## config.mk

```make
export PLATFORM = sky130hd
export DESIGN_NAME = alu_issue_stage
export DESIGN_NICKNAME = d
export VERILOG_FILES = /design/src/rtl/alu_pkg.sv /design/src/rtl/alu_issue_stage_operand_fwd_slot.sv /design/src/rtl/alu_issue_stage.sv
export SDC_FILE = /design/constraint.sdc
export NUM_CORES = 1
export LEC_CHECK = 0
export BUFFER_PORTS_ARGS = -buffer_cell sky130_fd_sc_hd__buf_4
export CORE_MARGIN = 10
export CORE_UTILIZATION = 54
export CTS_CLUSTER_DIAMETER = 40
export DETAILED_ROUTE_END_ITERATION = 6
export PLACE_DENSITY = 0.85
export SLEW_MARGIN = 20
export SYNTH_ARGS = -nofsm -noshare
export SYNTH_HDL_FRONTEND = slang
export SYNTH_SLANG_ARGS = --single-unit
```

## constraint.sdc

```tcl
create_clock -name clk -period 3 [get_ports clk]
set_clock_uncertainty 0.05 [all_clocks]
set_input_delay 0.15 -clock clk [delete_from_list [all_inputs] [get_ports clk]]
set_output_delay 0.15 -clock clk [all_outputs]
set_load 0.02 [all_outputs]
```

## src/rtl/alu_pkg.sv

```systemverilog
// Shared ALU definitions: operand width default, op codes and op classification.
// Imported by the issue stage and by the ALU itself.
package alu_pkg;

    localparam int N_DEFAULT = 32;

    typedef logic [2:0] alu_op_t;

    localparam alu_op_t ALU_ADD = 3'b000;
    localparam alu_op_t ALU_SUB = 3'b001;
    localparam alu_op_t ALU_AND = 3'b010;
    localparam alu_op_t ALU_OR  = 3'b011;
    localparam alu_op_t ALU_XOR = 3'b100;
    localparam alu_op_t ALU_NOR = 3'b101;
    localparam alu_op_t ALU_SLL = 3'b110;
    localparam alu_op_t ALU_SRA = 3'b111;

    // Shifts take the amount on a and the shifted value on b.
    function automatic logic is_shift(alu_op_t op);
        return (op == ALU_SLL) || (op == ALU_SRA);
    endfunction

endpackage

```

## src/rtl/alu_issue_stage_operand_fwd_slot.sv

```systemverilog
// One held source operand: address/data register with writeback bypass at
// capture time and writeback snooping while the entry is held.
module operand_fwd_slot #(
    parameter int N       = 32,
    parameter int REGBITS = 5
) (
    input  logic               clk,
    input  logic               rst,
    input  logic               capture,
    input  logic               snoop,
    input  logic [REGBITS-1:0] in_addr,
    input  logic [N-1:0]       in_data,
    input  logic               wb_en,
    input  logic [REGBITS-1:0] wb_addr,
    input  logic [N-1:0]       wb_data,
    output logic [N-1:0]       data
);

    logic [REGBITS-1:0] addr_reg, addr_next;
    logic [N-1:0]       data_reg, data_next;
    logic               wb_live;

    // Register 0 is hard-wired zero, so writes to it never forward.
    assign wb_live = wb_en && (wb_addr != '0);

    always_comb begin
        addr_next = addr_reg;
        data_next = data_reg;
        if (capture) begin
            addr_next = in_addr;
            data_next = (wb_live && (wb_addr == in_addr)) ? wb_data : in_data;
        end else if (snoop && wb_live && (wb_addr == addr_reg)) begin
            data_next = wb_data;
        end
    end

    always_ff @(posedge clk) begin
        if (rst) begin
            addr_reg <= '0;
            data_reg <= '0;
        end else begin
            addr_reg <= addr_next;
            data_reg <= data_next;
        end
    end

    assign data = data_reg;

endmodule

```

## src/rtl/alu_issue_stage.sv

```systemverilog
// ID/EX issue stage: single-entry valid/ready register that presents a, b and
// alucontrol to the ALU and keeps held register operands fresh from writeback.
module alu_issue_stage
    import alu_pkg::*;
#(
    parameter int N       = N_DEFAULT,
    parameter int REGBITS = 5
) (
    input  logic               clk,
    input  logic               rst,
    input  logic               flush,
    input  logic               in_valid,
    output logic               in_ready,
    input  logic [2:0]         in_alucontrol,
    input  logic [REGBITS-1:0] in_rs1_addr,
    input  logic [REGBITS-1:0] in_rs2_addr,
    input  logic [N-1:0]       in_rs1_data,
    input  logic [N-1:0]       in_rs2_data,
    input  logic [N-1:0]       in_imm,
    input  logic               in_use_imm,
    input  logic [REGBITS-1:0] in_rd_addr,
    input  logic               in_reg_write,
    input  logic               wb_en,
    input  logic [REGBITS-1:0] wb_addr,
    input  logic [N-1:0]       wb_data,
    output logic               out_valid,
    input  logic               out_ready,
    output logic [N-1:0]       a,
    output logic [N-1:0]       b,
    output logic [2:0]         alucontrol,
    output logic [REGBITS-1:0] out_rd_addr,
    output logic               out_reg_write
);

    logic               valid_reg, valid_next;
    alu_op_t            op_reg, op_next;
    logic [N-1:0]       imm_reg, imm_next;
    logic               use_imm_reg, use_imm_next;
    logic [REGBITS-1:0] rd_reg, rd_next;
    logic               reg_write_reg, reg_write_next;

    logic capture;
    logic snoop;

    logic [1:0][REGBITS-1:0] src_addr;
    logic [1:0][N-1:0]       src_data_in;
    logic [1:0][N-1:0]       src_data;

    assign in_ready = flush | ~valid_reg | out_ready;
    assign capture  = in_valid & in_ready & ~flush;
    // Snooping only matters for an entry that survives this cycle.
    assign snoop    = valid_reg & ~out_ready & ~flush;

    assign src_addr    = {in_rs2_addr, in_rs1_addr};
    assign src_data_in = {in_rs2_data, in_rs1_data};

    generate
        for (genvar gi = 0; gi < 2; gi++) begin : g_src
            operand_fwd_slot #(
                .N       (N),
                .REGBITS (REGBITS)
            ) u_slot (
                .clk     (clk),
                .rst     (rst),
                .capture (capture),
                .snoop   (snoop),
                .in_addr (src_addr[gi]),
                .in_data (src_data_in[gi]),
                .wb_en   (wb_en),
                .wb_addr (wb_addr),
                .wb_data (wb_data),
                .data    (src_data[gi])
            );
        end
    endgenerate

    always_comb begin
        valid_next     = valid_reg;
        op_next        = op_reg;
        imm_next       = imm_reg;
        use_imm_next   = use_imm_reg;
        rd_next        = rd_reg;
        reg_write_next = reg_write_reg;
        if (flush) begin
            valid_next = 1'b0;
        end else if (capture) begin
            valid_next     = 1'b1;
            op_next        = alu_op_t'(in_alucontrol);
            imm_next       = in_imm;
            use_imm_next   = in_use_imm;
            rd_next        = in_rd_addr;
            reg_write_next = in_reg_write;
        end else if (out_ready) begin
            valid_next = 1'b0;
        end
    end

    always_ff @(posedge clk) begin
        if (rst) begin
            valid_reg     <= 1'b0;
            op_reg        <= ALU_ADD;
            imm_reg       <= '0;
            use_imm_reg   <= 1'b0;
            rd_reg        <= '0;
            reg_write_reg <= 1'b0;
        end else begin
            valid_reg     <= valid_next;
            op_reg        <= op_next;
            imm_reg       <= imm_next;
            use_imm_reg   <= use_imm_next;
            rd_reg        <= rd_next;
            reg_write_reg <= reg_write_next;
        end
    end

    logic [N-1:0] second;
    assign second = use_imm_reg ? imm_reg : src_data[1];

    always_comb begin
        a = src_data[0];
        b = second;
        if (is_shift(op_reg)) begin
            a = second;
            b = src_data[0];
        end
    end

    assign out_valid     = valid_reg;
    assign alucontrol    = op_reg;
    assign out_rd_addr   = rd_reg;
    assign out_reg_write = reg_write_reg & valid_reg;

endmodule

```

==> results of run 1 <==
==> Yosys cell counts <==
library cell	count
or3_1	2
o21ba_2	1
dfxtp_1	117
nand4_1	1
clkbuf_1	40
a21oi_1	84
buf_4	2
nor3b_4	1
nand2_1	139
nor3b_1	1
nand2b_1	27
nor3_2	2
o21ai_0	32
xor2_1	4
buf_2	14
mux2i_1	103
or4_4	1
and2_1	2
inv_1	20
or4_1	2
o21ai_4	1
mux2_2	17
mux2_1	2
a221o_1	19
a211oi_1	64
nor2b_1	1
xnor2_1	16
nor4_2	1
nor2_1	51
buf_6	5
buf_1	12
nand3_1	4
==> cell families (layout without fill, tap and decap cells) <==
logic type / after synthesis / in the layout / share of synthesized area (%)
and+or+nand+nor: 235 / 235 / 15.8
AOI/OAI and AO/OA: 201 / 201 / 19.7
muxes: 122 / 122 / 19.2
DFF: 117 / 117 / 36.2
buffers and inverters: 93 / 372 / 6.36
xor gates and xnor gates: 20 / 20 / 2.70
other: 0 / 1 / 0
==> power groups by stage <==
stage | clock [mW] | sequential [mW] | combinational [mW]
global route | 1.99 | 1.71 | 0.973
finish | 1.90 | 1.71 | 0.907
detailed placement | 0 | 1.73 | 0.808
global placement | 0 | 1.73 | 0.794
floorplan | 0 | 1.72 | 0.438
CTS | 1.91 | 1.70 | 0.892
==> tightest hold or removal path, stage by stage <==
cell	delay (ns)
buf_4	0.11
mux2i_1	0.12
a211oi_1	0.08
==> layout by cell type, fill, tap and decap left out, types with 19 or more instances in the layout <==
cell type,netlist,routed
nand2b_1,27,27
nand2_1,139,137
a221o_1,19,19
dfxtp_1,117,116
buf_4,2,244
a21oi_1,84,84
o21ai_0,32,32
inv_1,20,20
a211oi_1,64,64
nor2_1,51,51
mux2i_1,103,103
dlygate4sd3_1,0,71
==> timing repair <==
action	CTS	global route
endpoints found under the hold margin	71	0
setup buffers	0	0
setup endpoints to repair	0	0
gates resized for setup	0	0
hold buffers	71	0
==> through the flow <==
step	cell area, µm²	utilization, %	instances	setup slack (ns)	hold WS (ns)
floorplan	6480	-	788	0.801	0.236
finish	9560	82.7	1211	0.527	0.0336
CTS	9560	82.7	1210	0.613	0.0213
global route	9560	82.7	1211	0.445	0.0245
detailed placement	8290	71.7	1107	0.520	0.328
global placement	8290	71.7	1107	0.602	0.322
==> worst paths after layout <==
| kind | from | to | slack, ns | cells past startpoint |
|---|---|---|---|---|
| hold reg to reg | out_rd_addr[2] | out_rd_addr[2] | 0.40 | 2 |
| hold / removal | in_rs1_data[10] | g_src[0].u_slot.data[10] | 0.03 | 3 |
| setup / recovery | in_rs2_addr[1] | g_src[1].u_slot.data[6] | 0.53 | 7 |
| setup reg to reg | out_valid | g_src[0].u_slot.data[15] | 0.65 | 7 |
==> area by class of cell <==
cell class	instances	area (µm²)
Multi-Input combinational cell	578	3760
Timing Repair Buffer	320	2640
Sequential cell	117	2340
Fill cell	674	2000
Clock buffer	30	554
Tap cell	143	179
Inverter	20	75.1
Clock inverter	2	10.0
Antenna cell	1	2.50
==> routing by layer <==
layer,vias to the layer above,track usage (%)
li1,3293,-
met1,3303,30.8
met2,349,47.3
met3,65,9.05
met4,0,13.0
met5,-,0
==> key figures, run 1 <==
Outcome
  – Status: completed

Setup path
  – Peak per-stage delay on the critical path: 0.78 ns
  – Crit path top cell by count: nor3_4
  – Worst Path Required: 3.25 ns
  – Critical path type: input port to flip-flop
  – Worst Path Max Fanout: 19
  – CP max stage cell: nor3_4
  – Crit. End Element: flip-flop
  – Crit path cell chain: dlygate4sd3_1 > buf_4 > xnor2_1 > nand3_1 > nor3_4 > nor3_4 > a221o_1
  – Critical path launch point type: input port
  – Top cell family by delay on the critical path: simple AND/OR/NAND/NOR gates
  – CP Buf/Inv Count: 2
  – Crit path arrival time: 2.72 ns

Synthesis
  – Seq cells post-synth: 117
  – Netlist cell types: 32
  – Register area share after synthesis: 36.2%
  – Synth area leaders: dfxtp_1 (36%), mux2i_1 (16%), nand2_1 (8.1%), a211oi_1 (7.4%), a21oi_1 (6.5%)
  – Top-area cell type share of the netlist area: 36.2%
  – Syn Inst Count: 788
  – Synthesized area per cell: 8.22 µm²
  – Netlist Area Pre-Place: 6480 µm²
  – Ys Warns: 0
  – Syn nets: 947
  – Largest area contributor in the synthesized netlist: dfxtp_1

Routing
  – Iteration-0 DRC Markers: 593
  – First-pass detailed-route iteration total: 5
  – Antenna Violating Nets Remaining: 0
  – Total Wirelength: 24000 µm
  – Via count: 7010
  – WL met1: 9160 µm
  – DR vias/cell: 5.79
  – Metal2 WL: 11700 µm
  – Highest routed layer: met4
  – Residual DRC: 0
  – Met3 routed WL: 2310 µm
  – WL/cell: 19.8 µm

Pwr
  – Switching Share: 26.2%
  – Internal power: 3.33 mW
  – P_leak: 4.19 nW
  – Register share of total power: 37.8%
  – Combinational share of power: 20.1%
  – Clk network pwr share: 42.2%
  – Power consumption: 4.52 mW
  – Ratio of total power to cell area: 472 nW/µm²
  – Worst VDD drop: 0.366 mV
  – NetSw: 1.19 mW

CTS
  – Clock sinks: 117
  – Worst skew pair latency: 0.42 ns
  – CTS tree: built
  – Cts bufs inserted: 17
  – Reg clk slew, reported paths: 0.05 ns
  – Longest Clk Path Bufs: 2
  – H-tree depth: 4
  – Clock root cell: clkbuf_16

Timing
  – Fmax: 0.404 GHz
  – Final-report setup violation count: 0
  – Min Tclk post-route: 2.47 ns
  – Max-slew headroom: 33.2%
  – Final Hold Fails: 0
  – Max Slew Vio Count: 0
  – Slew @ Worst Pin: 1.00 ns
  – Final period util: 82.4%
  – TNS Setup: 0 ns
  – RSZ-0062 raised after global routing: false

Placement
  – Port bufs: 233
  – RD Place Congestion: 0.849
  – DP HPWL: 15300 µm

Global routing
  – Initial antenna violation count: 1
  – Largest net degree at the start of global routing: 83
  – GRT overflow: 0
  – Total track usage: 27.7%
  – Number of global-route vias before repair: 6967
  – First-pass GRT wire length: 36900 µm

Cells and area
  – Synthesis-to-layout area growth: 47.7%
  – Max reg flops: 64
  – Layout cells sized above 1: 28.6%
  – Nets: 1213

Run
  – Maxcap violations: 0

Die
  – Area of the die: 16800 µm²
  – Die height: 130 µm
  – Initial Util: 56.0%
  – Placeable Area: 11600 µm²
  – Std-Cell Rows: 39
  – Number of I/O pins: 234
  – Die Span X: 130 µm

Hold path
  – HP Class: input port to flip-flop
(Power assumes the default switching activity.)
==> inputs of run 2 (changes only) <==
--- a/config.mk
+++ b/config.mk
@@ -5,12 +5,13 @@
 export SDC_FILE = /design/constraint.sdc
 export NUM_CORES = 1
 export LEC_CHECK = 0
+export ABC_AREA = 1
 export BUFFER_PORTS_ARGS = -buffer_cell sky130_fd_sc_hd__buf_4
 export CORE_MARGIN = 10
-export CORE_UTILIZATION = 54
+export CORE_UTILIZATION = 46
 export CTS_CLUSTER_DIAMETER = 40
 export DETAILED_ROUTE_END_ITERATION = 6
-export PLACE_DENSITY = 0.85
+export PLACE_DENSITY = 0.76
 export SLEW_MARGIN = 20
 export SYNTH_ARGS = -nofsm -noshare
 export SYNTH_HDL_FRONTEND = slang
==> constraint.sdc (replaced) <==
create_clock -name clk -period 2.02 [get_ports clk]
set_clock_uncertainty 0.05 [all_clocks]
set_input_delay 0.101 -clock clk [delete_from_list [all_inputs] [get_ports clk]]
set_output_delay 0.101 -clock clk [all_outputs]
set_load 0.02 [all_outputs]
==> key figures, run 2 <==
Synthesis
  – Top-area cell type share of the netlist area: 35.0%
  – Register area share after synthesis: 35.0%
  – Syn nets: 1192
  – Seq cells post-synth: 117
  – Largest area contributor in the synthesized netlist: dfxtp_1
  – Netlist cell types: 25
  – Netlist Area Pre-Place: 6700 µm²
  – Synth area leaders: dfxtp_1 (35%), nand3_1 (13%), o21ai_0 (11%), nand2_1 (9.9%), inv_1 (6.5%)
  – Ys Warns: 0
  – Most common cell in the netlist: nand3_1
  – Syn Inst Count: 1033
  – EDFF count, synth: 0
  – Commonest register cell after synthesis: dfxtp_1
  – Most frequent cells after synthesis: nand3_1 (177), nand2_1 (176), o21ai_0 (141), dfxtp_1 (117), inv_1 (116)
  – Async S/R FF share, synth: 0%
  – Synthesized area per cell: 6.48 µm²

Setup path
  – Worst Path Max Fanout: 13
  – Critical path type: flip-flop to primary output
  – Critical path launch point type: flip-flop
  – Crit path arrival time: 1.85 ns
  – Crit path top cell by count: buf_4
  – Reg2reg start: out_valid
  – CP Buf/Inv Count: 2
  – Reg2Reg Setup Slack: 0.22 ns
  – Cell depth of the worst flop-to-flop path: 7
  – Crit. End Element: primary output
  – Top cell family by delay on the critical path: flip-flops
  – FF-to-FF End: g_src[1].u_slot.data[17]
  – Crit path cell chain: buf_4 > mux2_2 > nand2_1 > o21ai_0 > buf_4
  – Peak per-stage delay on the critical path: 0.46 ns
  – CP max stage cell: dfxtp_4
  – Worst Path Required: 1.87 ns

CTS
  – Longest Clk Path Bufs: 2
  – H-tree depth: 4
  – Reg clk slew, reported paths: 0.05 ns
  – Clock sinks: 117
  – CTS tree: built
  – Clock root cell: clkbuf_16
  – Cts bufs inserted: 17
  – Worst skew pair latency: 0.42 ns

Global routing
  – First-pass GRT wire length: 43200 µm
  – Initial antenna violation count: 3
  – Largest net degree at the start of global routing: 81
  – GRT overflow: 0
  – Number of global-route vias before repair: 8235
  – Total track usage: 26.7%

Cells and area
  – Layout cells sized above 1: 24.2%
  – Final cell count without fillers: 1553
  – Synthesis-to-layout area growth: 55.1%
  – Commonest non-fill, non-tap cell in the layout: buf_4
  – Most frequent cells in the layout: buf_4 (251), nand3_1 (177), nand2_1 (175)
  – Max reg flops: 64
  – Final instance area: 10400 µm²
  – Nets: 1512

Timing
  – Hold WS: 0.00231 ns
  – Final period util: 99.1%
  – TNS Setup: 0 ns
  – Min Tclk post-route: 2.00 ns
  – Max Slew Vio Count: 0
  – Max-slew headroom: 68.4%
  – Final Hold Fails: 0
  – RSZ-0062 raised after global routing: true
  – Slew @ Worst Pin: 0.474 ns
  – Fmax: 0.500 GHz
  – Final-report setup violation count: 0

Die
  – Initial Util: 46.4%
  – Number of I/O pins: 234
  – Std-Cell Rows: 44
  – Die Span X: 141 µm
  – Area of the die: 19800 µm²
  – Die height: 141 µm
  – Placeable Area: 14400 µm²

Routing
  – Iteration-0 DRC Markers: 678
  – Metal2 WL: 13800 µm
  – Antenna Violating Nets Remaining: 0
  – WL/cell: 17.8 µm
  – Via count: 8273
  – Total Wirelength: 27700 µm
  – First-pass detailed-route iteration total: 6
  – Met3 routed WL: 2460 µm
  – WL met1: 10400 µm
  – Highest routed layer: met4
  – DR vias/cell: 5.33
  – Residual DRC: 0

Placement
  – Area after DPL: 8480 µm²
  – RD Place Congestion: 0.871
  – DP HPWL: 17600 µm
  – Cell Count Post-Placement: 1389
  – Port bufs: 233

Pwr
  – NetSw: 2.06 mW
  – Ratio of total power to cell area: 712 nW/µm²
  – Internal power: 5.33 mW
  – Register share of total power: 34.6%
  – Clk network pwr share: 41.8%
  – Combinational share of power: 23.6%
  – Switching Share: 27.9%
  – P_leak: 4.99 nW
  – Worst VDD drop: 0.545 mV

Hold path
  – Min-delay src: in_rs2_data[27]
  – Hold endpoint: g_src[1].u_slot.data[27]
  – HP Class: input port to flip-flop
  – Worst hold path depth: 5

Run
  – Maxcap violations: 0

Outcome
  – Status: completed
==> run 2: cell count changes after synthesis, sizes merged, moves of 64 or more <==
cell | previous run | this run
mux2i | 103 | 0
o21ai | 33 | 149
inv | 20 | 119
a211oi | 64 | 0
nand3 | 4 | 178
nor2 | 51 | 120
==> run 2: worst max-delay path by stage <==
| stage | from | to | slack (ns) | cells past startpoint |
|---|---|---|---|---|
| floorplan | out_valid | g_src[0].u_slot.data[11] | 0.36 | 8 |
| global placement | use_imm_reg | b[20] | 0.35 | 5 |
| detailed placement | out_valid | g_src[1].u_slot.data[28] | 0.26 | 7 |
| CTS | alucontrol[1] | b[11] | 0.02 | 5 |
| global route | use_imm_reg | b[20] | -0.03 | 5 |
| finish | use_imm_reg | b[20] | 0.02 | 5 |
==> run 2: layout make-up <==
| cell class | instances | area [µm²] |
|---|---|---|
| Sequential cell | 117 | 2350 |
| Multi-Input combinational cell | 714 | 3470 |
| Inverter | 119 | 450 |
| Antenna cell | 3 | 7.51 |
| Clock buffer | 23 | 478 |
| Clock inverter | 9 | 125 |
| Tap cell | 184 | 230 |
| Timing Repair Buffer | 384 | 3280 |
| Fill cell | 1134 | 4040 |
==> run 2: cells by family (layout without fill, tap and decap cells) <==
family / after synthesis / in the layout / synth area share (%)
AO/OA/AOI/OAI: 195 / 195 / 14.8
XOR/XNOR: 15 / 15 / 1.96
buffers and inverters: 202 / 535 / 13.3
flip-flops: 117 / 117 / 35.0
multiplexers: 19 / 19 / 3.19
other: 0 / 3 / 0
AND/OR/NAND/NOR: 485 / 485 / 31.7
==> run 2: layer usage <==
metal | global-route usage (%) | up-vias
met5 | 0 | -
met4 | 12.1 | 0
met3 | 7.09 | 69
met2 | 46.6 | 437
met1 | 29.6 | 3806
li1 | - | 3961
==> run 2: per-stage QoR <==
stage	total power, mW	worst slack (ns)	util, %
3_3_place_gp	4.08	0.348	58.8
4_1_cts	7.38	0.0174	71.7
2_1_floorplan	3.46	0.361	-
3_5_place_dp	4.10	0.262	58.8
5_1_grt	7.68	-0.0329	72.0
6_report	7.40	0.0183	72.0
==> run 2: what timing repair did <==
item | 4_1_cts | 5_1_grt
hold endpoints to repair | 112 | 0
setup endpoints to repair | 13 | 39
hold buffers | 125 | 0
gates resized for setup | 2 | 2
buffers inserted | 0 | 4
gates cloned | 0 | 0
==> run 2: power groups by stage <==
stage	registers (mW)	logic (mW)	clock network, mW
2_1_floorplan	2.59	0.868	0
3_3_place_gp	2.60	1.48	0
3_5_place_dp	2.60	1.50	0
4_1_cts	2.56	1.71	3.12
5_1_grt	2.57	1.90	3.20
6_report	2.56	1.75	3.09
==> run 2: worst min-delay path, delay by kind of cell <==
kind	cells	cell delay, ns
simple gates	3	0.21
buf+inv	2	0.13
==> inputs of run 3 (changes only) <==
--- a/config.mk
+++ b/config.mk
@@ -8,11 +8,13 @@
 export ABC_AREA = 1
 export BUFFER_PORTS_ARGS = -buffer_cell sky130_fd_sc_hd__buf_4
 export CORE_MARGIN = 10
-export CORE_UTILIZATION = 46
+export CORE_UTILIZATION = 47
 export CTS_CLUSTER_DIAMETER = 40
+export CTS_CLUSTER_SIZE = 30
 export DETAILED_ROUTE_END_ITERATION = 6
 export PLACE_DENSITY = 0.76
 export SLEW_MARGIN = 20
 export SYNTH_ARGS = -nofsm -noshare
 export SYNTH_HDL_FRONTEND = slang
+export SYNTH_HIERARCHICAL = 1
 export SYNTH_SLANG_ARGS = --single-unit
==> key figures, run 3 <==
Cells and area
  – Most frequent cells in the layout: buf_4 (247), nand2_1 (218), nor2_1 (190)
  – Final instance area: 11100 µm²
  – Final cell count without fillers: 1781
  – Nets: 1711
  – Commonest non-fill, non-tap cell in the layout: buf_4
  – Synthesis-to-layout area growth: 47.9%
  – Layout cells sized above 1: 20.6%
  – Max reg flops: 64

CTS
  – Clock root cell: clkbuf_16
  – Cts bufs inserted: 17
  – CTS tree: built
  – Setup Fix Bufs, Post-CTS: 0
  – Longest Clk Path Bufs: 2
  – Worst skew pair latency: 0.42 ns
  – Clock sinks: 117
  – H-tree depth: 4
  – Reg clk slew, reported paths: 0.05 ns

Routing
  – Iteration-0 DRC Markers: 712
  – Via count: 8739
  – First-pass detailed-route iteration total: 5
  – WL met1: 12400 µm
  – Met3 routed WL: 1780 µm
  – Metal2 WL: 12200 µm
  – DR vias/cell: 4.91
  – Residual DRC: 0
  – Total Wirelength: 27300 µm
  – Antenna Violating Nets Remaining: 0
  – WL/cell: 15.3 µm
  – Highest routed layer: met4

Die
  – Number of I/O pins: 234
  – Std-Cell Rows: 46
  – Initial Util: 47.6%
  – Die Span X: 146 µm
  – Area of the die: 21400 µm²
  – Die height: 146 µm
  – Placeable Area: 15800 µm²

Timing
  – Max-slew headroom: 47.4%
  – Final setup margin: 0.131 ns
  – TNS Setup: 0 ns
  – Min Tclk post-route: 1.89 ns
  – Fmax: 0.530 GHz
  – RSZ-0062 raised after global routing: false
  – Final-report setup violation count: 0
  – Final Hold Fails: 0
  – Final period util: 93.5%
  – Slew @ Worst Pin: 0.789 ns
  – Hold WS: 0.0122 ns
  – Max Slew Vio Count: 0

Global routing
  – First-pass GRT wire length: 43900 µm
  – Number of global-route vias before repair: 8366
  – Total track usage: 24.7%
  – GRT overflow: 0
  – Largest net degree at the start of global routing: 85
  – Initial antenna violation count: 5

Setup path
  – Worst Path Required: 1.87 ns
  – CP max stage cell: o21ai_0
  – Reg2Reg Setup Slack: 0.18 ns
  – Crit path arrival time: 1.74 ns
  – Crit. End Element: primary output
  – Critical path type: flip-flop to primary output
  – Critical path launch point type: flip-flop
  – Top cell family by delay on the critical path: buffers and inverters
  – Crit path cell chain: nand2_2 > buf_6 > o21ai_0 > buf_4
  – Worst Path Max Fanout: 64
  – CP Buf/Inv Count: 2
  – Peak per-stage delay on the critical path: 0.37 ns

Synthesis
  – Register area share after synthesis: 31.2%
  – Top-area cell type share of the netlist area: 31.2%
  – Post-Synth Adder-Cell Area: 0%
  – Most common cell in the netlist: nand2_1
  – Most frequent cells after synthesis: nand2_1 (219), nor2_1 (191), inv_1 (185), o21ai_0 (144), dfxtp_1 (117)
  – Synth area leaders: dfxtp_1 (31%), nand2_1 (11%), o21ai_0 (9.6%), nor2_1 (9.5%), inv_1 (9.2%)
  – Syn Inst Count: 1230
  – Post-synthesis simple-gate area fraction: 30.1%
  – Async S/R FF share, synth: 0%
  – Post-synthesis mux area share: 0%
  – Ys Warns: 6
  – EDFF count, synth: 0
  – Compound-Gate Fraction of Synth Area: 19.7%
  – Synth Area in XOR/XNOR: 1.63%
  – Syn nets: 1389
  – Largest area contributor in the synthesized netlist: dfxtp_1
  – Seq cells post-synth: 117
  – Netlist Area Pre-Place: 7510 µm²
  – Netlist cell types: 27
  – Main combinational cell family by area after synthesis: simple AND/OR/NAND/NOR gates
  – Synthesized area per cell: 6.11 µm²
  – Commonest register cell after synthesis: dfxtp_1

Placement
  – Port bufs: 233
  – RD Place Congestion: 0.878
  – DP Worst Slack: 0.145 ns
  – Cell Count Post-Placement: 1612
  – Area after DPL: 9170 µm²
  – DP HPWL: 18200 µm

Pwr
  – Ratio of total power to cell area: 650 nW/µm²
  – Worst VDD drop: 0.599 mV
  – P_leak: 5.26 nW

Run
  – Maxcap violations: 0

Hold path
  – HP Class: input port to flip-flop

Outcome
  – Status: completed
run 3: final timing paths:
path	startpoint	to	cells after the start
max reg2reg	out_valid	g_src[1].u_slot/data[2]	10
min	in_rs1_data[18]	g_src[0].u_slot/data[18]	5
max	alucontrol[1]	b[15]	4
min reg2reg	g_src[0].u_slot/addr_reg[3]	g_src[0].u_slot/addr_reg[3]	2
run 3: logic make-up (layout without fill, tap and decap cells):
kind of cell / Yosys count / count (layout)
AND/OR/NAND/NOR: 541 / 541
AO/OA/AOI/OAI: 281 / 281
buffers and inverters: 277 / 607
flip-flops: 117 / 117
XOR/XNOR: 14 / 14
other: 0 / 5
run 3: metal layers:
layer  vias up  track usage (%)
met5         -                0
met4         0             10.1
met3        65             6.58
met2       314             37.1
met1      3869             32.9
li1       4491                -
run 3: worst reg2reg max path, delay by kind of cell, from the launching register on:
| family | cells | cell delay (ns) |
|---|---|---|
| and+or+nand+nor | 9 | 1.11 |
| DFF | 1 | 0.36 |
| buffers and inverters | 1 | 0.20 |
run 3: area by class of cell:
type,instances,area [µm²]
Antenna cell,5,12.5
Clock buffer,20,437
Clock inverter,7,110
Fill cell,1310,4660
Inverter,189,717
Multi-Input combinational cell,836,3870
Sequential cell,117,2340
Tap cell,216,270
Timing Repair Buffer,391,3350
run 3: timing repair:
item	4_1_cts	5_1_grt
gates resized for setup	0	6
hold endpoints to repair	113	0
hold buffers	137	0
setup endpoints to repair	0	75
run 3: stage by stage:
step | utilization, % | total power, mW
floorplan | - | 3.49
global placement | 58.1 | 4.10
detailed placement | 58.1 | 4.11
CTS | 70.3 | 7.22
global route | 70.5 | 7.55
finish | 70.5 | 7.22
run 3: power by group:
| group | leakage, nW | total [mW] | internal, mW | switching [mW] |
|---|---|---|---|---|
| logic | 4.03 | 1.75 | 0.825 | 0.923 |
| registers | 0.966 | 2.58 | 2.47 | 0.105 |
| clock network | 0.271 | 2.89 | 1.89 | 1.00 |
